**src/rtl/i2c_color_target.sv**
```systemverilog
// I2C target emulating the colour sensor: samples open-drain SCL/SDA on clk_i,
// decodes address/command/data and serves a small register map with colour shadowing.
module i2c_color_target #(
  parameter logic [6:0]  DEV_ADDR    = 7'h29,
  parameter logic [7:0]  ID_VAL      = 8'h44,
  parameter int unsigned SYNC_STAGES = 2
) (
  input  logic        clk_i,
  input  logic        rst_i,
  input  logic        scl_i,
  input  logic        sda_i,
  output logic        sda_oe_o,
  input  logic [15:0] cdata_i,
  input  logic [15:0] rdata_i,
  input  logic [15:0] gdata_i,
  input  logic [15:0] bdata_i,
  input  logic        data_valid_i,
  output logic [7:0]  enable_o,
  output logic [7:0]  atime_o,
  output logic        wr_stb_o,
  output logic        busy_o
);

  typedef enum logic [3:0] {
    IDLE, ADDR, ACK, CMD, WDATA, RDATA, RSTART, RACK, IGNORE
  } state_t;

  logic [SYNC_STAGES-1:0] scl_sync_q, sda_sync_q;
  logic                   scl_prev_q, sda_prev_q;
  logic                   scl_s, sda_s;
  logic                   start_evt, stop_evt, scl_rise, scl_fall;

  state_t      state_q, ack_nxt_q;
  logic [6:0]  sh_q;
  logic [2:0]  cnt_q;
  logic [7:0]  tx_q;
  logic [4:0]  ptr_q;
  logic        ai_q;
  logic        ack_drv_q;
  logic [7:0]  enable_q, atime_q;
  logic [55:0] shadow_q;
  logic        sda_oe_q, wr_stb_q, busy_q;

  logic [7:0]  byte_d;
  logic [4:0]  ld_ptr_d;
  logic [7:0]  rd_byte_d;

  always_ff @(posedge clk_i) begin
    if (rst_i) begin
      scl_sync_q <= '1;
      sda_sync_q <= '1;
      scl_prev_q <= 1'b1;
      sda_prev_q <= 1'b1;
    end else begin
      scl_sync_q <= {scl_sync_q[SYNC_STAGES-2:0], scl_i};
      sda_sync_q <= {sda_sync_q[SYNC_STAGES-2:0], sda_i};
      scl_prev_q <= scl_s;
      sda_prev_q <= sda_s;
    end
  end

  assign scl_s     = scl_sync_q[SYNC_STAGES-1];
  assign sda_s     = sda_sync_q[SYNC_STAGES-1];
  assign start_evt = scl_s & scl_prev_q & sda_prev_q & ~sda_s;
  assign stop_evt  = scl_s & scl_prev_q & ~sda_prev_q & sda_s;
  assign scl_rise  = scl_s & ~scl_prev_q;
  assign scl_fall  = ~scl_s & scl_prev_q;

  assign byte_d   = {sh_q, sda_s};
  // On a read ACK the next byte comes from the already-advanced pointer.
  assign ld_ptr_d = ptr_q + {4'b0, (state_q == RACK) & ai_q};

  always_comb begin
    rd_byte_d = 8'h00;
    case (ld_ptr_d)
      5'h00:   rd_byte_d = enable_q;
      5'h01:   rd_byte_d = atime_q;
      5'h12:   rd_byte_d = ID_VAL;
      5'h13:   rd_byte_d = {7'b0, data_valid_i};
      5'h14:   rd_byte_d = cdata_i[7:0];
      5'h15:   rd_byte_d = shadow_q[7:0];
      5'h16:   rd_byte_d = shadow_q[15:8];
      5'h17:   rd_byte_d = shadow_q[23:16];
      5'h18:   rd_byte_d = shadow_q[31:24];
      5'h19:   rd_byte_d = shadow_q[39:32];
      5'h1A:   rd_byte_d = shadow_q[47:40];
      5'h1B:   rd_byte_d = shadow_q[55:48];
      default: rd_byte_d = 8'h00;
    endcase
  end

  always_ff @(posedge clk_i) begin
    if (rst_i) begin
      state_q   <= IDLE;
      ack_nxt_q <= IDLE;
      sh_q      <= '0;
      cnt_q     <= '0;
      tx_q      <= '0;
      ptr_q     <= '0;
      ai_q      <= 1'b0;
      ack_drv_q <= 1'b0;
      enable_q  <= 8'h00;
      atime_q   <= 8'hFF;
      shadow_q  <= '0;
      sda_oe_q  <= 1'b0;
      wr_stb_q  <= 1'b0;
      busy_q    <= 1'b0;
    end else begin
      wr_stb_q <= 1'b0;
      if (start_evt) begin
        state_q  <= ADDR;
        cnt_q    <= '0;
        sda_oe_q <= 1'b0;
        busy_q   <= 1'b0;
      end else if (stop_evt) begin
        state_q  <= IDLE;
        sda_oe_q <= 1'b0;
        busy_q   <= 1'b0;
      end else begin
        case (state_q)
          ADDR: if (scl_rise) begin
            sh_q  <= byte_d[6:0];
            cnt_q <= cnt_q + 3'd1;
            if (cnt_q == 3'd7) begin
              if (byte_d[7:1] == DEV_ADDR) begin
                state_q   <= ACK;
                ack_drv_q <= 1'b0;
                busy_q    <= 1'b1;
                if (byte_d[0]) begin
                  ack_nxt_q <= RDATA;
                  tx_q      <= rd_byte_d;
                  if (ld_ptr_d == 5'h14)
                    shadow_q <= {bdata_i, gdata_i, rdata_i, cdata_i[15:8]};
                end else begin
                  ack_nxt_q <= CMD;
                end
              end else begin
                state_q <= IGNORE;
              end
            end
          end
          ACK: if (scl_fall) begin
            // First fall starts the ACK bit, second fall ends it.
            if (!ack_drv_q) begin
              sda_oe_q  <= 1'b1;
              ack_drv_q <= 1'b1;
            end else begin
              ack_drv_q <= 1'b0;
              cnt_q     <= '0;
              state_q   <= ack_nxt_q;
              sda_oe_q  <= (ack_nxt_q == RDATA) ? ~tx_q[7] : 1'b0;
            end
          end
          CMD: if (scl_rise) begin
            sh_q  <= byte_d[6:0];
            cnt_q <= cnt_q + 3'd1;
            if (cnt_q == 3'd7) begin
              if (byte_d[7]) begin
                ptr_q     <= byte_d[4:0];
                ai_q      <= (byte_d[6:5] == 2'b01);
                state_q   <= ACK;
                ack_nxt_q <= WDATA;
                ack_drv_q <= 1'b0;
              end else begin
                state_q <= IGNORE;
              end
            end
          end
          WDATA: if (scl_rise) begin
            sh_q  <= byte_d[6:0];
            cnt_q <= cnt_q + 3'd1;
            if (cnt_q == 3'd7) begin
              if (ptr_q == 5'h00) begin
                enable_q <= byte_d;
                wr_stb_q <= 1'b1;
              end else if (ptr_q == 5'h01) begin
                atime_q  <= byte_d;
                wr_stb_q <= 1'b1;
              end
              ptr_q     <= ptr_q + {4'b0, ai_q};
              state_q   <= ACK;
              ack_nxt_q <= WDATA;
              ack_drv_q <= 1'b0;
            end
          end
          RDATA: if (scl_fall) begin
            if (cnt_q == 3'd7) begin
              sda_oe_q <= 1'b0;
              state_q  <= RACK;
            end else begin
              sda_oe_q <= ~tx_q[6];
              tx_q     <= tx_q << 1;
              cnt_q    <= cnt_q + 3'd1;
            end
          end
          RACK: if (scl_rise) begin
            if (!sda_s) begin
              ptr_q   <= ld_ptr_d;
              tx_q    <= rd_byte_d;
              state_q <= RSTART;
              if (ld_ptr_d == 5'h14)
                shadow_q <= {bdata_i, gdata_i, rdata_i, cdata_i[15:8]};
            end else begin
              state_q <= IGNORE;
            end
          end
          RSTART: if (scl_fall) begin
            sda_oe_q <= ~tx_q[7];
            cnt_q    <= '0;
            state_q  <= RDATA;
          end
          default: sda_oe_q <= 1'b0;
        endcase
      end
    end
  end

  assign sda_oe_o = sda_oe_q;
  assign enable_o = enable_q;
  assign atime_o  = atime_q;
  assign wr_stb_o = wr_stb_q;
  assign busy_o   = busy_q;

endmodule

```
**config.mk**
```make
export PLATFORM = sky130hd
export DESIGN_NAME = i2c_color_target
export DESIGN_NICKNAME = d
export VERILOG_FILES = /design/src/rtl/i2c_color_target.sv
export SDC_FILE = /design/constraint.sdc
export NUM_CORES = 1
export LEC_CHECK = 0
export BUFFER_PORTS_ARGS = -buffer_cell sky130_fd_sc_hd__buf_2
export CAP_MARGIN = 5
export CORE_ASPECT_RATIO = 0.9
export CORE_MARGIN = 2
export CORE_UTILIZATION = 43
export CTS_CLUSTER_SIZE = 16
export DETAILED_ROUTE_END_ITERATION = 10
export PLACE_DENSITY = 0.68
export SYNTH_ARGS = -nofsm -noshare
export SYNTH_HDL_FRONTEND = slang
export SYNTH_SLANG_ARGS = --single-unit
```
**constraint.sdc**
```tcl
create_clock -name clk_i -period 2.9 [get_ports clk_i]
set_input_delay 0.87 -clock clk_i [delete_from_list [all_inputs] [get_ports clk_i]]
set_output_delay 0.87 -clock clk_i [all_outputs]
set_load 0.01 [all_outputs]
```
==> flow_results.xml, run 1 <==
<?xml version="1.0" encoding="UTF-8"?>
<metrics>
  <group name="cts">
    <metric name="cts_hold_buffers" unit="">0</metric>
    <metric name="insertion_delay" unit="ps">420</metric>
    <metric name="clkSinkCount" unit="">113</metric>
    <metric name="ctsHtreeMaxLevel" unit="">4</metric>
    <metric name="cts_root_buf" unit="">clkbuf_16</metric>
    <metric name="worst_setup_hold_path_clk_slew" unit="ps">50</metric>
    <metric name="clock_tree.buffer_depth" unit="">2</metric>
    <metric name="numCtsBuffers" unit="">17</metric>
    <metric name="tritoncts" unit="">yes</metric>
  </group>
  <group name="worst_setup_path">
    <metric name="worstPathMaxFanout" unit="">23</metric>
    <metric name="crit_path_end_kind" unit="">flip-flop</metric>
    <metric name="launching_element_of_the_worst_setup_path" unit="">sh_q[1]</metric>
    <metric name="path_cells" unit="">or4b_1, or4_1, a2111o_1, or3_4, buf_12, mux2i_2, nor2_1</metric>
    <metric name="critical_path.slowest_cell" unit="">or4_1</metric>
    <metric name="critical_path_at" unit="ps">3090</metric>
    <metric name="timing.critical_path.slowest_cell_delay" unit="ps">550</metric>
    <metric name="critical_path.n_buffers_inverters" unit="">1</metric>
    <metric name="cp_top_family" unit="">simple AND/OR/NAND/NOR gates</metric>
    <metric name="worstPathRequired" unit="ps">3180</metric>
    <metric name="timing.critical_path.from_type" unit="">flip-flop</metric>
    <metric name="timing_worst_setup_path_type" unit="">flip-flop to flip-flop</metric>
    <metric name="r2r_start" unit="">sh_q[1]</metric>
  </group>
  <group name="global_routing">
    <metric name="antenna_found_initial" unit="">0</metric>
    <metric name="grt_start_max_net_pins" unit="">49</metric>
    <metric name="grt_first_pass_wirelength" unit="um">26860</metric>
    <metric name="grt_overflow_total" unit="">0</metric>
    <metric name="globalRouteTotalUtil" unit="%">23.12</metric>
    <metric name="grt_pass1_vias" unit="">5347</metric>
  </group>
  <group name="floorplanning">
    <metric name="floorplan.io_pins" unit="">88</metric>
    <metric name="area_of_the_die" unit="sq mm">0.01473</metric>
    <metric name="core" unit="sq mm">0.01341</metric>
    <metric name="placementRows" unit="">40</metric>
    <metric name="initial_core_util" unit="%">44.15</metric>
    <metric name="fp.dieW" unit="um">127.7</metric>
    <metric name="dieHeight" unit="um">115.3</metric>
  </group>
  <group name="sta">
    <metric name="fmaxAchievable" unit="MHz">355.2</metric>
    <metric name="report.final.slew_viol_count" unit="">0</metric>
    <metric name="period_needed" unit="ps">2816</metric>
    <metric name="slew_headroom" unit="%">52.14</metric>
    <metric name="post-route-worst-setup-slack" unit="ps">84.41</metric>
    <metric name="min_period_over_period" unit="%">97.09</metric>
    <metric name="setup_viol" unit="">0</metric>
    <metric name="worst_slew_pin_slew" unit="ps">715.8</metric>
    <metric name="timing_hold_violations_final" unit="">0</metric>
    <metric name="grt_setup_unrepaired" unit="">false</metric>
    <metric name="clock-skew-final" unit="ps">10.84</metric>
    <metric name="fin_setup_tns" unit="ps">0</metric>
  </group>
  <group name="cells_and_area">
    <metric name="layout.nets" unit="">858</metric>
    <metric name="final_cell_area" unit="sq mm">0.007345</metric>
    <metric name="insertedDiodeCount" unit="">0</metric>
    <metric name="flow.area_growth_from_synthesis" unit="%">24.02</metric>
    <metric name="finalNonFillerCells" unit="">963</metric>
    <metric name="mostFrequentLayoutCell" unit="">nor2_1</metric>
    <metric name="final_cell_mix" unit="">130 x nor2_1, 113 x dfxtp_1, 103 x mux2i_1, 86 x buf_2, 39 x buf_4</metric>
    <metric name="drive_gt1_share" unit="%">23.27</metric>
  </group>
  <group name="placement">
    <metric name="place_ws" unit="ps">-85.95</metric>
    <metric name="postPlaceCellArea" unit="sq mm">0.006680</metric>
    <metric name="place.gp.congestion" unit="">0.9450</metric>
    <metric name="dp_hpwl" unit="um">12040</metric>
    <metric name="io_buffer_count" unit="">87</metric>
    <metric name="placed_cells_incl_taps" unit="">931</metric>
  </group>
  <group name="drt">
    <metric name="detail_route.wirelength" unit="um">16650</metric>
    <metric name="route.detailed.wl_per_inst" unit="um">17.29</metric>
    <metric name="detail-route-antenna-nets" unit="">0</metric>
    <metric name="remaining_drc_errors" unit="">0</metric>
    <metric name="first_pass_iters" unit="">5</metric>
    <metric name="drt-initial-drc-count" unit="">507</metric>
    <metric name="via_count" unit="">5491</metric>
    <metric name="post_drt_via_cell_ratio" unit="">5.702</metric>
  </group>
  <group name="synth">
    <metric name="ys_types" unit="">63</metric>
    <metric name="synth.ff_latch_count" unit="">113</metric>
    <metric name="synth-main-ff-cell" unit="">dfxtp_1</metric>
    <metric name="syn-mean-instance-area" unit="sq um">8.607</metric>
    <metric name="number_of_enable_flip_flop_cells_after_synthesis" unit="">0</metric>
    <metric name="seq_area_frac_synth" unit="%">38.20</metric>
    <metric name="synth.top_cell.area_share" unit="%">38.20</metric>
    <metric name="synth.area.top_cells" unit="">dfxtp_1 38%, mux2i_1 18%, nor2_1 8.2%</metric>
    <metric name="synthArstFlopShare" unit="%">0</metric>
    <metric name="mappedNetlistNets" unit="">763</metric>
    <metric name="syn_area" unit="sq mm">0.005922</metric>
    <metric name="syn_warnings" unit="">0</metric>
    <metric name="synthDominantAreaCellType" unit="">dfxtp_1</metric>
    <metric name="synthCells" unit="">688</metric>
  </group>
  <group name="min_path">
    <metric name="timing.hold.worst.start" unit="">sda_sync_q[0]</metric>
    <metric name="timing.hold.worst.class" unit="">flip-flop to flip-flop</metric>
  </group>
  <group name="run_status">
    <metric name="result_of_the_run" unit="">finished clean</metric>
  </group>
  <group name="power_and_ir_drop">
    <metric name="max_ir_drop_vdd" unit="mV">0.3840</metric>
    <metric name="leakage" unit="nW">3.094</metric>
    <metric name="power.density_cell_area" unit="mW/mm^2">538.4</metric>
  </group>
  <group name="flow_run">
    <metric name="max_cap_violations" unit="">0</metric>
  </group>
</metrics>
[per-layer routing]
| metal | part of all wire (%) | track usage, % | vias up | wire (um) |
|---|---|---|---|---|
| li1 | - | - | 2656 | - |
| met1 | 46 | 31.90 | 2615 | 7695 |
| met2 | 46 | 35.58 | 201 | 7622 |
| met3 | 6.8 | 6.003 | 19 | 1128 |
| met4 | 1.2 | 7.253 | 0 | 202 |
| met5 | 0 | 0 | - | 0 |
[kinds of logic after synthesis]
group	Yosys count	synth area share, %
XOR/XNOR	4	0.5917
AND/OR/NAND/NOR	250	20.41
buffers and inverters	70	5.113
multiplexers	108	18.70
AO/OA/AOI/OAI	137	15.72
adder cells (fa/ha/maj)	6	1.268
flip-flops	113	38.20
[per-stage QoR]
stage | util (%) | hold slack [ps] | power (W)
2_1_floorplan | - | 389.5 | 0.001766
3_3_place_gp | 49.80 | 390.8 | 0.001862
3_5_place_dp | 49.80 | 395.4 | 0.001866
4_1_cts | 54.35 | 407.7 | 0.003981
5_1_grt | 54.76 | 419.7 | 0.004091
6_report | 54.76 | 404.9 | 0.003955
[worst reg2reg max path: stages (launching register included)]
cell      delay [ps]
dfxtp_1          300
or4b_1           530
or4_1            550
a2111o_1         420
or3_4            420
buf_12           200
mux2i_2          200
nor2_1            60
[cell usage after synthesis (3+ instances only)]
| master | count |
|---|---|
| o21ai_0 | 20 |
| a221oi_1 | 4 |
| nand3b_1 | 6 |
| a31oi_1 | 7 |
| nor2b_1 | 6 |
| dfxtp_1 | 113 |
| nand3_1 | 8 |
| or2_2 | 10 |
| inv_1 | 16 |
| a21oi_1 | 27 |
| ha_1 | 6 |
| a311oi_1 | 7 |
| or4b_2 | 3 |
| buf_6 | 5 |
| nand4b_1 | 5 |
| mux2i_1 | 105 |
| a22oi_1 | 6 |
| a211o_1 | 8 |
| buf_1 | 5 |
| nand2_1 | 32 |
| nor2_1 | 130 |
| clkbuf_1 | 41 |
| nand2b_1 | 14 |
| o211ai_1 | 4 |
| nor3_1 | 6 |
| nand4_1 | 3 |
| and2_1 | 7 |
| or4_1 | 5 |
| o22ai_1 | 17 |
| a211oi_1 | 7 |
| or3b_2 | 3 |
| o31ai_1 | 6 |
| a32oi_1 | 4 |
[worst paths after layout]
path	endpoint	depth (start not counted)	slack [ps]
setup / recovery	shadow_q[25]	7	80
hold / removal	sda_sync_q[1]	1	400
setup reg to reg	shadow_q[25]	7	80
hold reg to reg	sda_sync_q[1]	1	400
[report_power, final]
| group | internal, W | leakage [nW] | switching, W |
|---|---|---|---|
| logic | 0.000109 | 1.89 | 0.000149 |
| clock network | 0.00141 | 0.288 | 0.000705 |
| registers | 0.00157 | 0.912 | 0.0000109 |
| total | 0.00309 | 3.09 | 0.000864 |
[flip-flops by register name, summed over array words and instances (netlist names), 2 cells and up]
register and flops:
tx_q 8, ack_nxt_q 3, state_q 4, cnt_q 3, sh_q 7, ptr_q 5
scl_sync_q 2, shadow_q 56, enable_o 8, atime_o 8, sda_sync_q 2
[what timing repair did]
item / in CTS / in global routing
resized for setup: 1 / 7
endpoints found under the setup margin: 55 / 37
cloned: 0 / 1
buffers inserted: 0 / 0
pin swaps: 0 / 2
[layout make-up]
| class | count | area, sq um |
|---|---|---|
| Clock inverter | 9 | 131.4 |
| Timing Repair Buffer | 129 | 815.8 |
| Tap cell | 168 | 210.2 |
| Multi-Input combinational cell | 505 | 3387 |
| Inverter | 17 | 63.81 |
| Clock buffer | 22 | 474.2 |
| Fill cell | 1229 | 6068 |
| Sequential cell | 113 | 2262 |
Note: power is estimated with default switching activity, not from simulation.
==> run 2: changes to the inputs <==
Settings changed: ABC_AREA set to 1.
==> run 2 against run 1 <==
Design area down 1.6%. Clock power fell by 15%. Setup slack gained 260 ps. Sequential share of layout area increased by 0.51 points.
==> flow_results.xml, run 2 <==
<?xml version="1.0" encoding="UTF-8"?>
<metrics>
  <group name="run_status">
    <metric name="result_of_the_run" unit="">finished clean</metric>
  </group>
  <group name="worst_setup_path">
    <metric name="timing_worst_setup_path_type" unit="">flip-flop to flip-flop</metric>
    <metric name="critical_path_at" unit="ps">2900</metric>
    <metric name="critical_path.n_buffers_inverters" unit="">1</metric>
    <metric name="timing.critical_path.from_type" unit="">flip-flop</metric>
    <metric name="critical_path.slowest_cell" unit="">nor2_1</metric>
    <metric name="r2r_start" unit="">state_q[1]</metric>
    <metric name="r2r.worst_path.cells" unit="">15</metric>
    <metric name="worstPathRequired" unit="ps">3240</metric>
    <metric name="r2r_setup_slack" unit="ps">350</metric>
    <metric name="path_cells" unit="">nand2_1, nor2_4, inv_1, nor2_1, ha_1, nand2_1, nand2_2, nand2_4, nor2_1, nand3_1, nand2_1, nor2_1, nand3_1, nand2_1, a21oi_1</metric>
    <metric name="timing.critical_path.slowest_cell_delay" unit="ps">510</metric>
    <metric name="cp_top_family" unit="">simple AND/OR/NAND/NOR gates</metric>
    <metric name="crit_path_end_kind" unit="">flip-flop</metric>
    <metric name="critPathMostFrequentCell" unit="">nand2_1</metric>
    <metric name="r2r-end" unit="">tx_q[4]</metric>
    <metric name="worstPathMaxFanout" unit="">9</metric>
  </group>
  <group name="flow_run">
    <metric name="max_cap_violations" unit="">0</metric>
  </group>
  <group name="cells_and_area">
    <metric name="mostFrequentLayoutCell" unit="">nand2_1</metric>
    <metric name="final_cell_area" unit="sq mm">0.007228</metric>
    <metric name="largest_reg_flops" unit="">56</metric>
    <metric name="flow.area_growth_from_synthesis" unit="%">17.20</metric>
    <metric name="finalNonFillerCells" unit="">1248</metric>
    <metric name="insertedDiodeCount" unit="">0</metric>
    <metric name="layout.nets" unit="">1123</metric>
    <metric name="registers.top_by_ff_count" unit="">shadow_q</metric>
    <metric name="final_cell_mix" unit="">262 x nand2_1, 190 x nor2_1, 112 x dfxtp_1, 108 x inv_1, 87 x buf_2</metric>
    <metric name="drive_gt1_share" unit="%">16.11</metric>
    <metric name="final_util" unit="%">51.61</metric>
  </group>
  <group name="global_routing">
    <metric name="grt_first_pass_wirelength" unit="um">27850</metric>
    <metric name="grt_overflow_total" unit="">0</metric>
    <metric name="antenna_found_initial" unit="">0</metric>
    <metric name="globalRouteTotalUtil" unit="%">23.19</metric>
    <metric name="grt_pass1_vias" unit="">5601</metric>
    <metric name="grt_start_max_net_pins" unit="">89</metric>
  </group>
  <group name="cts">
    <metric name="postCtsSetupBuffers" unit="">0</metric>
    <metric name="cts.repair.resized" unit="">0</metric>
    <metric name="numCtsBuffers" unit="">17</metric>
    <metric name="insertion_delay" unit="ps">410</metric>
    <metric name="ctsHtreeMaxLevel" unit="">4</metric>
    <metric name="clock_tree.buffer_depth" unit="">2</metric>
    <metric name="clkSinkCount" unit="">113</metric>
    <metric name="cts_hold_buffers" unit="">0</metric>
    <metric name="cts_root_buf" unit="">clkbuf_16</metric>
    <metric name="worst_setup_hold_path_clk_slew" unit="ps">50</metric>
    <metric name="tritoncts" unit="">yes</metric>
  </group>
  <group name="min_path">
    <metric name="holdPathEnd" unit="">sda_sync_q[1]</metric>
    <metric name="timing.hold.worst.class" unit="">flip-flop to flip-flop</metric>
    <metric name="timing.hold.worst_path_depth" unit="">1</metric>
    <metric name="timing.hold.worst.start" unit="">sda_sync_q[0]</metric>
  </group>
  <group name="floorplanning">
    <metric name="core" unit="sq mm">0.01400</metric>
    <metric name="dieHeight" unit="um">117.6</metric>
    <metric name="placementRows" unit="">41</metric>
    <metric name="area_of_the_die" unit="sq mm">0.01532</metric>
    <metric name="initial_core_util" unit="%">44.04</metric>
    <metric name="fp.dieW" unit="um">130.2</metric>
    <metric name="floorplan.io_pins" unit="">88</metric>
  </group>
  <group name="drt">
    <metric name="first_pass_iters" unit="">7</metric>
    <metric name="detail_route.wirelength" unit="um">16970</metric>
    <metric name="via_count" unit="">6180</metric>
    <metric name="detail-route-antenna-nets" unit="">0</metric>
    <metric name="drt-initial-drc-count" unit="">690</metric>
    <metric name="remaining_drc_errors" unit="">0</metric>
    <metric name="post_drt_via_cell_ratio" unit="">4.952</metric>
    <metric name="route.detailed.wl_per_inst" unit="um">13.59</metric>
  </group>
  <group name="synth">
    <metric name="synth.ff_latch_count" unit="">113</metric>
    <metric name="synth.top_cell.area_share" unit="%">36.68</metric>
    <metric name="synth.area.top_cells" unit="">dfxtp_1 37%, nand2_1 16%, nor2_1 12%</metric>
    <metric name="mappedNetlistNets" unit="">1047</metric>
    <metric name="ys_types" unit="">37</metric>
    <metric name="seq_area_frac_synth" unit="%">36.68</metric>
    <metric name="syn-mean-instance-area" unit="sq um">6.345</metric>
    <metric name="synth_commonest_cells" unit="">262 x nand2_1, 191 x nor2_1, 113 x dfxtp_1, 108 x inv_1, 80 x nand3_1</metric>
    <metric name="synth-main-ff-cell" unit="">dfxtp_1</metric>
    <metric name="syn_warnings" unit="">0</metric>
    <metric name="synthCells" unit="">972</metric>
    <metric name="synth.most_common_cell" unit="">nand2_1</metric>
    <metric name="syn_area" unit="sq mm">0.006167</metric>
    <metric name="synthDominantAreaCellType" unit="">dfxtp_1</metric>
    <metric name="number_of_enable_flip_flop_cells_after_synthesis" unit="">0</metric>
    <metric name="synthArstFlopShare" unit="%">0</metric>
  </group>
  <group name="power_and_ir_drop">
    <metric name="power.density_cell_area" unit="mW/mm^2">648.1</metric>
    <metric name="clkPwrFrac" unit="%">38.5</metric>
    <metric name="leakage" unit="nW">3.710</metric>
    <metric name="max_ir_drop_vdd" unit="mV">0.4990</metric>
    <metric name="switching_share" unit="%">32.03</metric>
    <metric name="internal_power" unit="W">0.003184</metric>
    <metric name="power.net_switching" unit="W">0.001500</metric>
    <metric name="power.combinational.fraction" unit="%">24.4</metric>
    <metric name="portion_of_total_power_attributed_to_sequential_cells" unit="%">37.1</metric>
  </group>
  <group name="sta">
    <metric name="clock-skew-final" unit="ps">12.49</metric>
    <metric name="setup_viol" unit="">0</metric>
    <metric name="grt_setup_unrepaired" unit="">false</metric>
    <metric name="fin_setup_tns" unit="ps">0</metric>
    <metric name="slew_headroom" unit="%">58.53</metric>
    <metric name="report.final.slew_viol_count" unit="">0</metric>
    <metric name="timing_hold_violations_final" unit="">0</metric>
    <metric name="post-route-worst-setup-slack" unit="ps">349.2</metric>
    <metric name="period_needed" unit="ps">2551</metric>
    <metric name="min_period_over_period" unit="%">87.96</metric>
    <metric name="worst_slew_pin_slew" unit="ps">619.7</metric>
    <metric name="fmaxAchievable" unit="MHz">392.0</metric>
  </group>
  <group name="placement">
    <metric name="postPlaceCellArea" unit="sq mm">0.006724</metric>
    <metric name="io_buffer_count" unit="">87</metric>
    <metric name="place.gp.congestion" unit="">0.9144</metric>
    <metric name="dp_hpwl" unit="um">12170</metric>
    <metric name="placed_cells_incl_taps" unit="">1222</metric>
    <metric name="place_ws" unit="ps">282.1</metric>
  </group>
</metrics>
run 2: changes by cell type in the layout (fill, tap and decap cells not counted), sizes merged, moves of 27 or more:
cell,change
nand2,+240
mux2i,-105
inv,+102
nand3,+75
nor2,+74
buf,-30
nand4,+27
run 2: stage by stage:
stage | total power, W | hold slack (ps)
final | 0.004685 | 405.1
after global routing | 0.004952 | 437.8
after CTS | 0.004685 | 405.2
after detailed placement | 0.002884 | 393.8
after global placement | 0.002878 | 391.9
after floorplan | 0.002627 | 389.5
run 2: power groups by stage:
stage                     logic [W]  registers (W)  clock network (W)
after global routing        0.00131        0.00174            0.00190
after global placement      0.00112        0.00176                  0
after CTS                   0.00113        0.00173            0.00182
after floorplan            0.000896        0.00173                  0
final                       0.00114        0.00174            0.00180
after detailed placement    0.00112        0.00176                  0
run 2: area by class of cell:
cell class	instances	area (sq um)
inverter	118	442.9
multi-input combinational	700	3237
timing repair buffer	98	543.0
fill	1445	6777
clock inverter	1	5.005
clock buffer	25	495.5
tap	193	241.5
sequential	113	2263
run 2: logic make-up (layout without fill, tap and decap cells):
group / count (synthesis) / in the layout / share of synthesized area, %
AOI/OAI and AO/OA: 87 / 87 / 8.460
xor gates and xnor gates: 1 / 1 / 0.1420
adders and majority gates: 6 / 6 / 1.217
buffers and inverters: 159 / 242 / 11.00
DFF: 113 / 113 / 36.68
and+or+nand+nor: 606 / 606 / 42.50
run 2: how the worst max path moves through the flow:
stage	start	end	slack, ps	depth (start not counted)
finish	state_q[1]	tx_q[4]	350	15
global route	state_q[1]	shadow_q[55]	30	15
CTS	state_q[1]	tx_q[4]	260	15
detailed placement	state_q[1]	tx_q[4]	280	15
global placement	state_q[1]	shadow_q[19]	350	15
floorplan	state_q[1]	shadow_q[22]	580	15
run 2: per-layer routing:
metal / GRT usage [%] / wire (um) / up-vias / part of all wire [%]
li1: - / - / 3215 / -
met1: 33.99 / 8460 / 2736 / 50
met2: 33.25 / 7047 / 208 / 42
met3: 6.318 / 1224 / 21 / 7.2
met4: 6.250 / 233 / 0 / 1.4
met5: 0 / 0 / - / 0
